<file path="src/rtl/fetch_queue_if.sv">
// Fetch-queue bundle: branch redirect, instruction-memory request/response and IF/ID handshake.
// The slave modport is the queue itself; the master modport is whoever drives it.
interface fetch_queue_if #(
  parameter int PC_W  = 9,
  parameter int INS_W = 32
);
  logic             flush;
  logic [PC_W-1:0]  flush_pc;
  logic             imem_req;
  logic [PC_W-1:0]  imem_addr;
  logic             imem_rvalid;
  logic [INS_W-1:0] imem_rdata;
  logic             out_valid;
  logic             out_ready;
  logic [PC_W-1:0]  out_pc;
  logic [INS_W-1:0] out_instr;
  logic             proto_err;

  modport slave (
    input  flush, flush_pc, imem_rvalid, imem_rdata, out_ready,
    output imem_req, imem_addr, out_valid, out_pc, out_instr, proto_err
  );

  modport master (
    output flush, flush_pc, imem_rvalid, imem_rdata, out_ready,
    input  imem_req, imem_addr, out_valid, out_pc, out_instr, proto_err
  );
endinterface

</file>
<file path="src/rtl/fetch_queue.sv">
// Instruction fetch queue: issues sequential fetches, tags responses with their PC, buffers them for IF/ID.
// Optional macro FETCHQ_BYPASS_EN forwards a response straight to the output when the queue is empty.
module fetch_queue #(
  parameter int PC_W     = 9,
  parameter int INS_W    = 32,
  parameter int DEPTH    = 4,
  parameter int RESET_PC = 0
) (
  input  logic          clk,
  input  logic          reset,
  fetch_queue_if.slave  bus
);
  localparam int CNT_W = $clog2(DEPTH + 1);
  localparam int PTR_W = $clog2(DEPTH);

  typedef logic [CNT_W-1:0] cnt_t;

  logic [PC_W-1:0]  r_fetch_pc;
  cnt_t             r_occ, r_outst, r_drop;
  logic             r_proto_err;
  logic [PTR_W-1:0] r_q_wr, r_q_rd, r_t_wr, r_t_rd;
  logic [PC_W-1:0]  r_q_pc  [DEPTH];
  logic [INS_W-1:0] r_q_ins [DEPTH];
  logic [PC_W-1:0]  r_tag   [DEPTH];

  logic             w_issue, w_rsp_live, w_rsp_drop, w_rsp_spur;
  logic             w_byp, w_fire, w_pop, w_push;
  logic [CNT_W:0]   w_budget, w_inflight, w_drop_flush;
  logic             w_out_valid;
  logic [PC_W-1:0]  w_out_pc;
  logic [INS_W-1:0] w_out_instr;

  // Queue plus in-flight requests never exceeds DEPTH, so a response always has a slot.
  assign w_budget = {1'b0, r_occ} + {1'b0, r_outst};
  assign w_issue  = reset && !bus.flush && (w_budget < (CNT_W+1)'(DEPTH));

  assign w_rsp_drop = bus.imem_rvalid && (r_drop != '0);
  assign w_rsp_live = bus.imem_rvalid && (r_drop == '0) && (r_outst != '0);
  assign w_rsp_spur = bus.imem_rvalid && (r_drop == '0) && (r_outst == '0);

`ifdef FETCHQ_BYPASS_EN
  assign w_byp = w_rsp_live && (r_occ == '0);
`else
  assign w_byp = 1'b0;
`endif

  always_comb begin
    // NOTE: every output gets a default first so no path through this block can infer a latch.
    w_out_valid = 1'b0;
    w_out_pc    = '0;
    w_out_instr = '0;
    if (r_occ != '0) begin
      w_out_valid = 1'b1;
      w_out_pc    = r_q_pc[r_q_rd];
      w_out_instr = r_q_ins[r_q_rd];
    end else if (w_byp) begin
      w_out_valid = 1'b1;
      w_out_pc    = r_tag[r_t_rd];
      w_out_instr = bus.imem_rdata;
    end
  end

  assign w_fire = w_out_valid && bus.out_ready && !bus.flush;
  assign w_pop  = w_fire && (r_occ != '0);
  assign w_push = w_rsp_live && !bus.flush && !(w_byp && bus.out_ready);

  // Everything still in flight at a redirect becomes stale, less one if it lands this very cycle.
  assign w_inflight = {1'b0, r_drop} + {1'b0, r_outst};
  always_comb begin
    w_drop_flush = w_inflight;
    if (bus.imem_rvalid && (w_inflight != '0)) w_drop_flush = w_inflight - 1'b1;
    if (w_drop_flush > (CNT_W+1)'(DEPTH))      w_drop_flush = (CNT_W+1)'(DEPTH);
  end

  always_ff @(posedge clk or negedge reset) begin
    if (!reset) begin
      r_fetch_pc  <= PC_W'(RESET_PC);
      r_occ       <= '0;
      r_outst     <= '0;
      r_drop      <= '0;
      r_proto_err <= 1'b0;
      r_q_wr      <= '0;
      r_q_rd      <= '0;
      r_t_wr      <= '0;
      r_t_rd      <= '0;
    end else begin
      // NOTE: non-blocking assignments so every register samples pre-edge values, whatever the order.
      if (w_rsp_spur) r_proto_err <= 1'b1;
      if (bus.flush) begin
        r_fetch_pc <= bus.flush_pc;
        r_occ      <= '0;
        r_outst    <= '0;
        r_drop     <= w_drop_flush[CNT_W-1:0];
        r_q_wr     <= '0;
        r_q_rd     <= '0;
        r_t_wr     <= '0;
        r_t_rd     <= '0;
      end else begin
        r_occ   <= r_occ + cnt_t'(w_push) - cnt_t'(w_pop);
        r_outst <= r_outst + cnt_t'(w_issue) - cnt_t'(w_rsp_live);
        if (w_rsp_drop) r_drop <= r_drop - 1'b1;
        if (w_issue) begin
          r_fetch_pc <= r_fetch_pc + PC_W'(4);
          r_t_wr     <= r_t_wr + 1'b1;
        end
        if (w_rsp_live) r_t_rd <= r_t_rd + 1'b1;
        if (w_push)     r_q_wr <= r_q_wr + 1'b1;
        if (w_pop)      r_q_rd <= r_q_rd + 1'b1;
      end
    end
  end

  // NOTE: storage arrays are not reset; counters mark them empty and the output mux zeroes stale entries.
  always_ff @(posedge clk) begin
    if (w_issue) r_tag[r_t_wr] <= r_fetch_pc;
    if (w_push) begin
      r_q_pc[r_q_wr]  <= r_tag[r_t_rd];
      r_q_ins[r_q_wr] <= bus.imem_rdata;
    end
  end

  assign bus.imem_req  = w_issue;
  assign bus.imem_addr = r_fetch_pc;
  assign bus.out_valid = w_out_valid;
  assign bus.out_pc    = w_out_pc;
  assign bus.out_instr = w_out_instr;
  assign bus.proto_err = r_proto_err;
endmodule

</file>
<file path="src/flat_wrapper.sv">
// flat-port wrapper written by rule: the top's interface ports become plain ports
module fetch_queue_flat 
#(
  parameter int PC_W     = 9,
  parameter int INS_W    = 32,
  parameter int DEPTH    = 4,
  parameter int RESET_PC = 0
)
  (clk, reset, bus_flush, bus_flush_pc, bus_imem_rvalid, bus_imem_rdata, bus_out_ready, bus_imem_req, bus_imem_addr, bus_out_valid, bus_out_pc, bus_out_instr, bus_proto_err);
  fetch_queue_if #(.PC_W(PC_W), .INS_W(INS_W)) bus_i ();
  input  logic clk;
  input  logic reset;
  input wire logic [$bits(bus_i.flush)-1:0] bus_flush;
  input wire logic [$bits(bus_i.flush_pc)-1:0] bus_flush_pc;
  input wire logic [$bits(bus_i.imem_rvalid)-1:0] bus_imem_rvalid;
  input wire logic [$bits(bus_i.imem_rdata)-1:0] bus_imem_rdata;
  input wire logic [$bits(bus_i.out_ready)-1:0] bus_out_ready;
  output wire logic [$bits(bus_i.imem_req)-1:0] bus_imem_req;
  output wire logic [$bits(bus_i.imem_addr)-1:0] bus_imem_addr;
  output wire logic [$bits(bus_i.out_valid)-1:0] bus_out_valid;
  output wire logic [$bits(bus_i.out_pc)-1:0] bus_out_pc;
  output wire logic [$bits(bus_i.out_instr)-1:0] bus_out_instr;
  output wire logic [$bits(bus_i.proto_err)-1:0] bus_proto_err;
  assign bus_i.flush = bus_flush;
  assign bus_i.flush_pc = bus_flush_pc;
  assign bus_i.imem_rvalid = bus_imem_rvalid;
  assign bus_i.imem_rdata = bus_imem_rdata;
  assign bus_i.out_ready = bus_out_ready;
  assign bus_imem_req = bus_i.imem_req;
  assign bus_imem_addr = bus_i.imem_addr;
  assign bus_out_valid = bus_i.out_valid;
  assign bus_out_pc = bus_i.out_pc;
  assign bus_out_instr = bus_i.out_instr;
  assign bus_proto_err = bus_i.proto_err;
  fetch_queue #(.PC_W(PC_W), .INS_W(INS_W), .DEPTH(DEPTH), .RESET_PC(RESET_PC)) u_core (.clk(clk), .reset(reset), .bus(bus_i));
endmodule
</file>
<file path="config.mk">
export PLATFORM = sky130hd
export DESIGN_NAME = fetch_queue_flat
export DESIGN_NICKNAME = d
export VERILOG_FILES = /design/src/rtl/fetch_queue_if.sv /design/src/rtl/fetch_queue.sv /design/src/flat_wrapper.sv
export SDC_FILE = /design/constraint.sdc
export NUM_CORES = 1
export LEC_CHECK = 0
export ABC_AREA = 1
export CORE_AREA = 2 2 123 149
export CTS_BUF_LIST = sky130_fd_sc_hd__clkbuf_8
export CTS_CLUSTER_DIAMETER = 40
export CTS_CLUSTER_SIZE = 16
export DETAILED_ROUTE_END_ITERATION = 12
export DIE_AREA = 0 0 125 151
export GPL_TIMING_DRIVEN = 0
export PLACE_DENSITY = 0.78
export SLEW_MARGIN = 20
export SYNTH_ARGS = -nofsm -noshare
export SYNTH_HDL_FRONTEND = slang
export SYNTH_SLANG_ARGS = --single-unit
export TNS_END_PERCENT = 50
</file>
<file path="constraint.sdc">
create_clock -name clk -period 3.89 [get_ports clk]
set_clock_uncertainty 0.15 [all_clocks]
set_input_delay 1.167 -clock clk [delete_from_list [all_inputs] [get_ports clk]]
set_output_delay 1.167 -clock clk [all_outputs]
set_load 0.005 [all_outputs]
</file>
# Word-level counts from Yosys, hierarchy flattened
# Memory sizes are Yosys's and may differ from the RTL's.
# Cells that the tools add are included.
# classes
order_cmp,2
mux,23
reduce_logical,23
addsub,13
# op_table
op,count
$mux 32,1
$mux 9,3
$mux 2,8
$mux 3,5
$logic_and 1x1->1,11
$reduce_bool 2->1,5
$add 9x3->9 const B,1
$reduce_bool 3->1,3
$add 2x1->2 const B,4
$add 3x3->4,2
$add 3x1->3,2
$logic_not 3->1,2
$sub 3x1->3,2
$mux 1,5
$gt 4x3->1 const B,1
$lt 4x3->1 const B,1
$mux 4,1
$reduce_bool 4->1,1
$sub 4x1->4 const B,1
$sub 3x1->3 const B,1
$logic_not 1->1,1
# totals
ram_bits,200
mem_count,3
output_inout_bits,53
ff_bits,27
input_bits,46
elab_cells,73
# memory_table
name,depth,word_bits,rd,rd_ports_with_merged_regs,write_ports,line,source
u_core.r_q_ins,4,32,1,0,1,fetch_queue.sv:23,logic [INS_W-1:0] r_q_ins [DEPTH];
u_core.r_q_pc,4,9,1,0,1,fetch_queue.sv:22,logic [PC_W-1:0] r_q_pc [DEPTH];
u_core.r_tag,4,9,1,0,1,fetch_queue.sv:24,logic [PC_W-1:0] r_tag [DEPTH];

# Depth between registers and ports, before layout
# Gate-level depths: netlist of the first run.
# logic_depth
depth_word,7
mapped_depth,15

# Least setup slack after synthesis of the first run
# No wires, ideal clock.
# synth_path
path_kind,input to register
start,input bus_imem_rvalid
end,memory u_core.r_q_ins[0][0] (enable)
t_arrival_ps,3564
slack_ps,-264
cell_stages,7
setup_time_ps,439
path_buffers,1
required_time_ps,3301
cell_sequence,buf_4 inv_2 nor3_4 inv_2 nor2_2 inv_2 nor2_1
# synth_via
elab_chain_cells,5
# synth_lines
element,line,source
from (decl),flat_wrapper.sv:15,input wire logic [$bits(bus_i.imem_rvalid)-1:0] bus_imem_rvalid;
$logic_and 1x1->1 (2 in a row),fetch_queue.sv:38,assign w_rsp_live = bus.imem_rvalid && (r_drop == '0) && (r_outst != '0);
$logic_and 1x1->1,fetch_queue.sv:65,assign w_push = w_rsp_live && !bus.flush && !(w_byp && bus.out_ready);
$mux 1,fetch_queue.sv:116,if (w_push) begin
$mux 1 (implied by the code),fetch_queue.sv:118,r_q_ins[r_q_wr] <= bus.imem_rdata;
to (decl),fetch_queue.sv:23,
# No other way between the ends.

# Worst setup path after layout of the first run
# layout_path
start,register u_core.r_q_rd[0]
end,output bus_out_pc[0]
# layout_via
elab_chain_cells,2
# layout_lines
element,line,source
from (decl),fetch_queue.sv:21,"logic [PTR_W-1:0] r_q_wr, r_q_rd, r_t_wr, r_t_rd;"
from (signal assigned),fetch_queue.sv:108,if (w_pop) r_q_rd <= r_q_rd + 1'b1;
$mem_v2 4x9,-,
$mux 9,fetch_queue.sv:52,if (r_occ != '0) begin
to (decl),flat_wrapper.sv:21,output wire logic [$bits(bus_i.out_pc)-1:0] bus_out_pc;
# No other way between the ends.

==> results of run 1 <==
==> what timing repair did <==
action	in CTS	in global routing
gates resized for setup	6	15
endpoints found under the hold margin	0	0
pin swaps	1	0
setup buffers	1	0
setup endpoints to repair	6	29
==> placed cells by master, fill, tap and decap left out, drive strengths merged, types with 8 or more instances in the layout <==
cell	Yosys	layout
o21ai	107	107
nor3	8	8
clkdlybuf4s50	0	95
o22ai	9	9
clkbuf	19	46
ha	21	21
nand2	48	48
buf	21	25
inv	44	53
dfrtp	27	27
edfxtp	200	200
nor2	217	217
nand3	11	11
a21oi	51	51
==> critical path, delay by kind of cell (launching register included) <==
| kind | cells | cell delay [ns] |
|---|---|---|
| compound gates | 2 | 0.35 |
| flops | 1 | 0.38 |
| buf+inv | 3 | 1.07 |
| simple gates | 2 | 0.17 |
==> per-layer routing <==
metal	up-vias	track usage [%]	routed length [µm]
met1	3060	27.3	7980
met5	-	0	0
li1	3058	-	-
met2	255	39.0	10600
met3	35	3.25	1330
met4	0	5.94	361
==> report_power, final <==
| group | switching, mW | leakage [nW] | internal (mW) | total (mW) |
|---|---|---|---|---|
| registers | 0.134 | 2.15 | 2.86 | 3.00 |
| clock network | 0.850 | 0.258 | 0.740 | 1.59 |
| logic | 1.31 | 1.73 | 0.992 | 2.30 |
| total | 2.29 | 4.13 | 4.60 | 6.88 |
==> path summary, 6_finish.rpt <==
check	startpoint	to	slack [ns]	depth (start not counted)
min in group asynchronous	reset	u_core.bus.imem_addr[5]$_DFFE_PN0N_	0.38	1
setup / recovery	u_core.r_q_rd[0]$_DFFE_PN0P_	bus_out_pc[0]	0.07	7
hold / removal	u_core.bus.proto_err$_DFFE_PN0P_	u_core.bus.proto_err$_DFFE_PN0P_	0.34	1
hold reg to reg	u_core.bus.proto_err$_DFFE_PN0P_	u_core.bus.proto_err$_DFFE_PN0P_	0.34	1
setup reg to reg	u_core.r_outst[1]$_DFF_PN0_	u_core.r_outst[2]$_DFF_PN0_	0.93	14
max in group asynchronous	reset	u_core.r_drop[2]$_DFFE_PN0P_	2.91	1
==> sequential cells by signal, indices dropped and copies added (netlist names) <==
register / count
u_core.r_q_wr: 2
u_core.r_q_ins: 128
u_core.r_t_wr: 2
u_core.r_occ: 3
u_core.r_drop: 3
u_core.r_tag: 36
u_core.r_q_rd: 2
u_core.bus.imem_addr: 9
u_core.r_t_rd: 2
u_core.bus.proto_err: 1
u_core.r_q_pc: 36
u_core.r_outst: 3
==> cell type report <==
cell class	count	area, µm²
Buffer	40	195
Multi-Input combinational cell	493	2490
Fill cell	1289	5970
Tap cell	220	275
Timing Repair Buffer	103	1100
Clock buffer	24	330
Inverter	45	169
Sequential cell	227	6680
Clock inverter	16	165
==> metrics by stage <==
stage	cell area, µm²	cells	util, %
2_1_floorplan	9480	805	-
3_3_place_gp	10700	1122	61.7
3_5_place_dp	10900	1127	62.6
4_1_cts	11400	1168	65.5
5_1_grt	11400	1168	65.6
6_report	11400	1168	65.6
==> cell families after synthesis <==
| family | count (synthesis) | synth area share (%) |
|---|---|---|
| simple gates | 289 | 12.3 |
| xor+xnor | 6 | 0.554 |
| buf+inv | 85 | 3.64 |
| fa+ha+maj | 24 | 3.41 |
| flops | 227 | 70.5 |
| compound gates | 174 | 9.64 |
==> impl_metrics.py, run 1 <==
metrics = {
    "clock_network": {
        "clk_pin_slew_ns": 0.09,
        "cts_buffers": 22,
        "root_buffer": "clkbuf_8",
        "cts.hold.buffers_added": 0,
        "htreeDepth": 1,
        "cts.sinks": 227,
        "cts_tree": "done",
        "clock_latency_ns": 0.53,
        "cts_buffer_depth": 3,
    },
    "critical_path": {
        "critPathRequiredTime_ns": 2.57,
        "endpoint_kind": "output port",
        "slowest_delay_ns": 0.55,
        "crit_slowest_cell": "clkdlybuf4s50_1",
        "crit_fanout": 10,
        "start_kind": "register",
        "worstPathArrival_ns": 2.50,
        "critical_path.cell_chain": "buf_2, buf_2, nor2_1, nor2_1, o21ai_0, a21oi_1, clkdlybuf4s50_1",
        "worstSetupPathType": "reg2out",
    },
    "sta": {
        "hold_violations": 0,
        "tns_ns": 0,
        "fin_ws_ns": 0.0700,
        "clock.fmax_ghz": 0.262,
        "timing.hold.ws_ns": 0.336,
        "finalSetupViolations": 0,
        "relSlewSlack_pct": 40.8,
        "rsz0062_at_grt": "yes",
        "finalMaxSlewViolations": 0,
        "tightest_slew_ns": 0.884,
        "finalCritPeriodShare_pct": 98.2,
        "finalCriticalPeriod_ns": 3.82,
    },
    "routing": {
        "drt_iter0_markers": 574,
        "via_per_inst": 5.49,
        "drtAntennaViolNets": 0,
        "dr.pass1.iters": 5,
        "routed_wl_um": 20300,
        "wl_per_cell_um": 17.4,
        "vias": 6408,
        "drc_errors": 0,
    },
    "synth": {
        "syn_inst": 805,
        "synth_cell_types": 32,
        "synth_warnings": 0,
        "syn_avg_cell_area_um2": 11.8,
        "synth_top_area_cell": "edfxtp_1",
        "synth_edf_count": 200,
        "yosysTopAreaCellShare_pct": 63.4,
        "ys_top_cells_by_area": "edfxtp_1 (63%), nor2_1 (8.3%), dfrtp_1 (7.1%)",
        "ys_seq_area_share_pct": 70.5,
        "async_flop_share_pct": 11.9,
        "synth_ff_type": "edfxtp_1",
        "synth_most_common_cell": "nor2_1",
        "post_synth_instance_area_mm2": 0.00948,
        "synth-seq-cells": 227,
        "syn-num-nets": 875,
        "yosys-top-cells-count": "nor2_1 (210), edfxtp_1 (200), o21ai_0 (91)",
    },
    "power_and_ir_drop": {
        "power_mw": 6.88,
        "ir_drop_mv": 0.457,
        "p_per_area_mw_per_mm2": 604,
        "leakage_nw": 4.13,
    },
    "global_routing": {
        "grt_pass1_vias": 6421,
        "grt_max_degree": 29,
        "grt_overflow": 0,
        "antenna_found_initial": 0,
        "grt_util_all_layers_pct": 21.5,
        "grt_pass1_wl_um": 32300,
    },
    "finish": {
        "nets": 1002,
        "syn2layout_area_growth_pct": 20.3,
        "diodes": 0,
        "layout-drive-gt1-share_pct": 10.2,
    },
    "outcome": {
        "status": "finished, final reports clean",
    },
    "floorplan": {
        "die-width_um": 125,
        "die-area_mm2": 0.0189,
        "start_util_pct": 54.6,
        "die_y_um": 151,
        "core_area_mm2": 0.0174,
        "pin_count": 99,
        "core.rowCount": 53,
    },
    "placed_design": {
        "port_buffers": 97,
        "finalWeightedCongestion": 0.757,
        "dp_slack_ns": -0.153,
        "place_hpwl_um": 12900,
    },
    "min_path": {
        "hold_path_class": "reg2reg",
    },
    "job": {
        "cap_violations": 0,
    },
}
Power figures use the tool's default switching activity.
==> inputs of run 2 (changes only) <==
CAP_MARGIN = 20   (was unset)
==> results of run 2 <==
No change in the layout: final DEF, timing and power equal those of run 1.
==> inputs of run 3 (changes only) <==
CORE_AREA = 2 2 148 179   (was 2 2 123 149)
DIE_AREA = 0 0 150 181   (was 0 0 125 151)
PLACE_DENSITY = 0.57   (was 0.78)
clock period = 4.25 ns   (was 3.89 ns; I/O delays follow)
==> impl_metrics.py, run 3 (synthesis gave the netlist of run 1 again) <==
metrics = {
    "finish": {
        "largest_reg_flops": 128,
        "design_area_mm2": 0.0117,
        "layout-drive-gt1-share_pct": 11.3,
        "finalNonFillerCells": 1294,
        "largest_register": "u_core.r_q_ins",
        "final_cell_mix": "nor2_1 (206), edfxtp_1 (200), clkdlybuf4s50_1 (96), o21ai_0 (91), a21oi_1 (49)",
        "syn2layout_area_growth_pct": 23.6,
        "layout_commonest_cell": "nor2_1",
        "nets": 1009,
        "top_regs": "u_core.r_q_ins: 128 flops, u_core.r_q_pc: 36 flops, u_core.r_tag: 36 flops",
    },
    "power_and_ir_drop": {
        "combPwrFrac_pct": 31.9,
        "ir_drop_mv": 0.302,
        "p_per_area_mw_per_mm2": 561,
        "p_sw_share_pct": 34.2,
        "leakage_nw": 4.19,
        "clock_power_share_pct": 26.4,
        "internal_power_mw": 4.32,
        "p_switching_mw": 2.24,
        "p_seq_share_pct": 41.7,
    },
    "clock_network": {
        "root_buffer": "clkbuf_8",
        "cts_tree": "done",
        "cts_buffer_depth": 3,
        "cts.hold.buffers_added": 0,
        "clock_latency_ns": 0.57,
        "clk_pin_slew_ns": 0.07,
        "htreeDepth": 1,
        "cts.sinks": 227,
        "cts_buffers": 29,
    },
    "sta": {
        "tightest_slew_ns": 0.889,
        "finalSetupViolations": 0,
        "finalCritPeriodShare_pct": 98.5,
        "clock.fmax_ghz": 0.239,
        "tns_ns": 0,
        "rsz0062_at_grt": "yes",
        "relSlewSlack_pct": 40.5,
        "finalMaxSlewViolations": 0,
        "hold_violations": 0,
        "finalCriticalPeriod_ns": 4.19,
    },
    "floorplan": {
        "core.rowCount": 64,
        "pin_count": 99,
        "start_util_pct": 37.5,
        "die-area_mm2": 0.0272,
        "die_y_um": 181,
        "core_area_mm2": 0.0253,
        "die-width_um": 150,
    },
    "routing": {
        "routed_wl_um": 21300,
        "dr.pass1.iters": 6,
        "drt_iter0_markers": 373,
        "via_per_inst": 4.77,
        "drc_errors": 0,
        "vias": 6167,
        "drtAntennaViolNets": 0,
        "wl_per_cell_um": 16.4,
    },
    "job": {
        "cap_violations": 0,
    },
    "placed_design": {
        "place_area_mm2": 0.0110,
        "port_buffers": 97,
        "place_hpwl_um": 13400,
        "dpl.cell_count": 1238,
        "finalWeightedCongestion": 0.738,
    },
    "global_routing": {
        "grt_pass1_vias": 6032,
        "grt_pass1_wl_um": 32900,
        "grt_overflow": 0,
        "grt_max_degree": 29,
        "antenna_found_initial": 1,
        "grt_util_all_layers_pct": 15.6,
    },
    "min_path": {
        "hold_path_class": "reg2reg",
        "hold_depth": 1,
    },
    "critical_path": {
        "r2r_slack_ns": 1.39,
        "rr_worst_depth": 13,
        "worstPathArrival_ns": 2.76,
        "critPathRequiredTime_ns": 2.82,
        "start_kind": "input port",
        "endpoint_kind": "output port",
        "worstSetupPathType": "in2out",
        "crit_fanout": 4,
    },
    "outcome": {
        "status": "finished, final reports clean",
    },
}
run 3: cell types whose count changed in the layout (fill, tap and decap cells not counted), moves of 3 or more:
| cell | change |
|---|---|
| clkbuf_1 | +5 |
| clkinvlp_4 | +3 |
| clkbuf_8 | +7 |
| buf_2 | +3 |
| clkbuf_2 | -5 |
| inv_1 | -3 |
| clkbuf_4 | -3 |
run 3: path summary, 6_finish.rpt:
path	start	end
max	bus_flush	bus_imem_req
min	u_core.bus.proto_err$_DFFE_PN0P_	u_core.bus.proto_err$_DFFE_PN0P_
max reg2reg	u_core.r_outst[1]$_DFF_PN0_	u_core.r_outst[2]$_DFF_PN0_
min reg2reg	u_core.bus.proto_err$_DFFE_PN0P_	u_core.bus.proto_err$_DFFE_PN0P_
max in group asynchronous	reset	u_core.r_q_wr[0]$_DFFE_PN0P_
min in group asynchronous	reset	u_core.bus.imem_addr[5]$_DFFE_PN0N_
run 3: area by class of cell:
cell class | instances | area (µm²)
inverter | 45 | 169
timing repair buffer | 103 | 1120
clock inverter | 23 | 233
sequential | 227 | 6680
clock buffer | 31 | 427
buffer | 40 | 181
multi-input combinational | 493 | 2490
fill | 2347 | 13600
tap | 330 | 413
antenna | 2 | 5.00
run 3: power groups by stage:
stage / logic (mW) / clock network [mW] / registers [mW]
2_1_floorplan: 1.15 / 0 / 2.76
3_3_place_gp: 2.10 / 0 / 2.79
3_5_place_dp: 2.13 / 0 / 2.79
4_1_cts: 2.14 / 1.78 / 2.74
5_1_grt: 2.36 / 1.88 / 2.76
6_report: 2.09 / 1.73 / 2.74
run 3: what timing repair did:
action / in CTS / in global routing
endpoints found under the setup margin: 1 / 11
endpoints found under the hold margin: 0 / 0
gates resized for setup: 2 / 8
setup buffers: 0 / 0
run 3: layer usage:
| layer | global-route usage, % | routed length (µm) | vias to the layer above |
|---|---|---|---|
| li1 | - | - | 3074 |
| met1 | 19.9 | 9150 | 2928 |
| met2 | 27.3 | 10600 | 141 |
| met3 | 3.08 | 1200 | 24 |
| met4 | 3.66 | 312 | 0 |
| met5 | 0 | 0 | - |
run 3: per-stage QoR:
stage	total power, mW	hold slack, ns	setup WS [ns]	util [%]
2_1_floorplan	3.91	0.310	-0.0116	-
3_3_place_gp	4.89	0.323	-1.89	42.9
3_5_place_dp	4.92	0.308	-0.0735	43.6
4_1_cts	6.66	0.337	0.0319	46.3
5_1_grt	7.00	0.369	-0.000105	46.3
6_report	6.57	0.334	0.0631	46.3
run 3: worst max-delay path, cell delays in order:
cell             delay (ns)
clkdlybuf4s50_1        0.49
inv_2                  0.13
nand3b_1               0.12
nor2_4                 0.22
clkdlybuf4s50_1        0.53
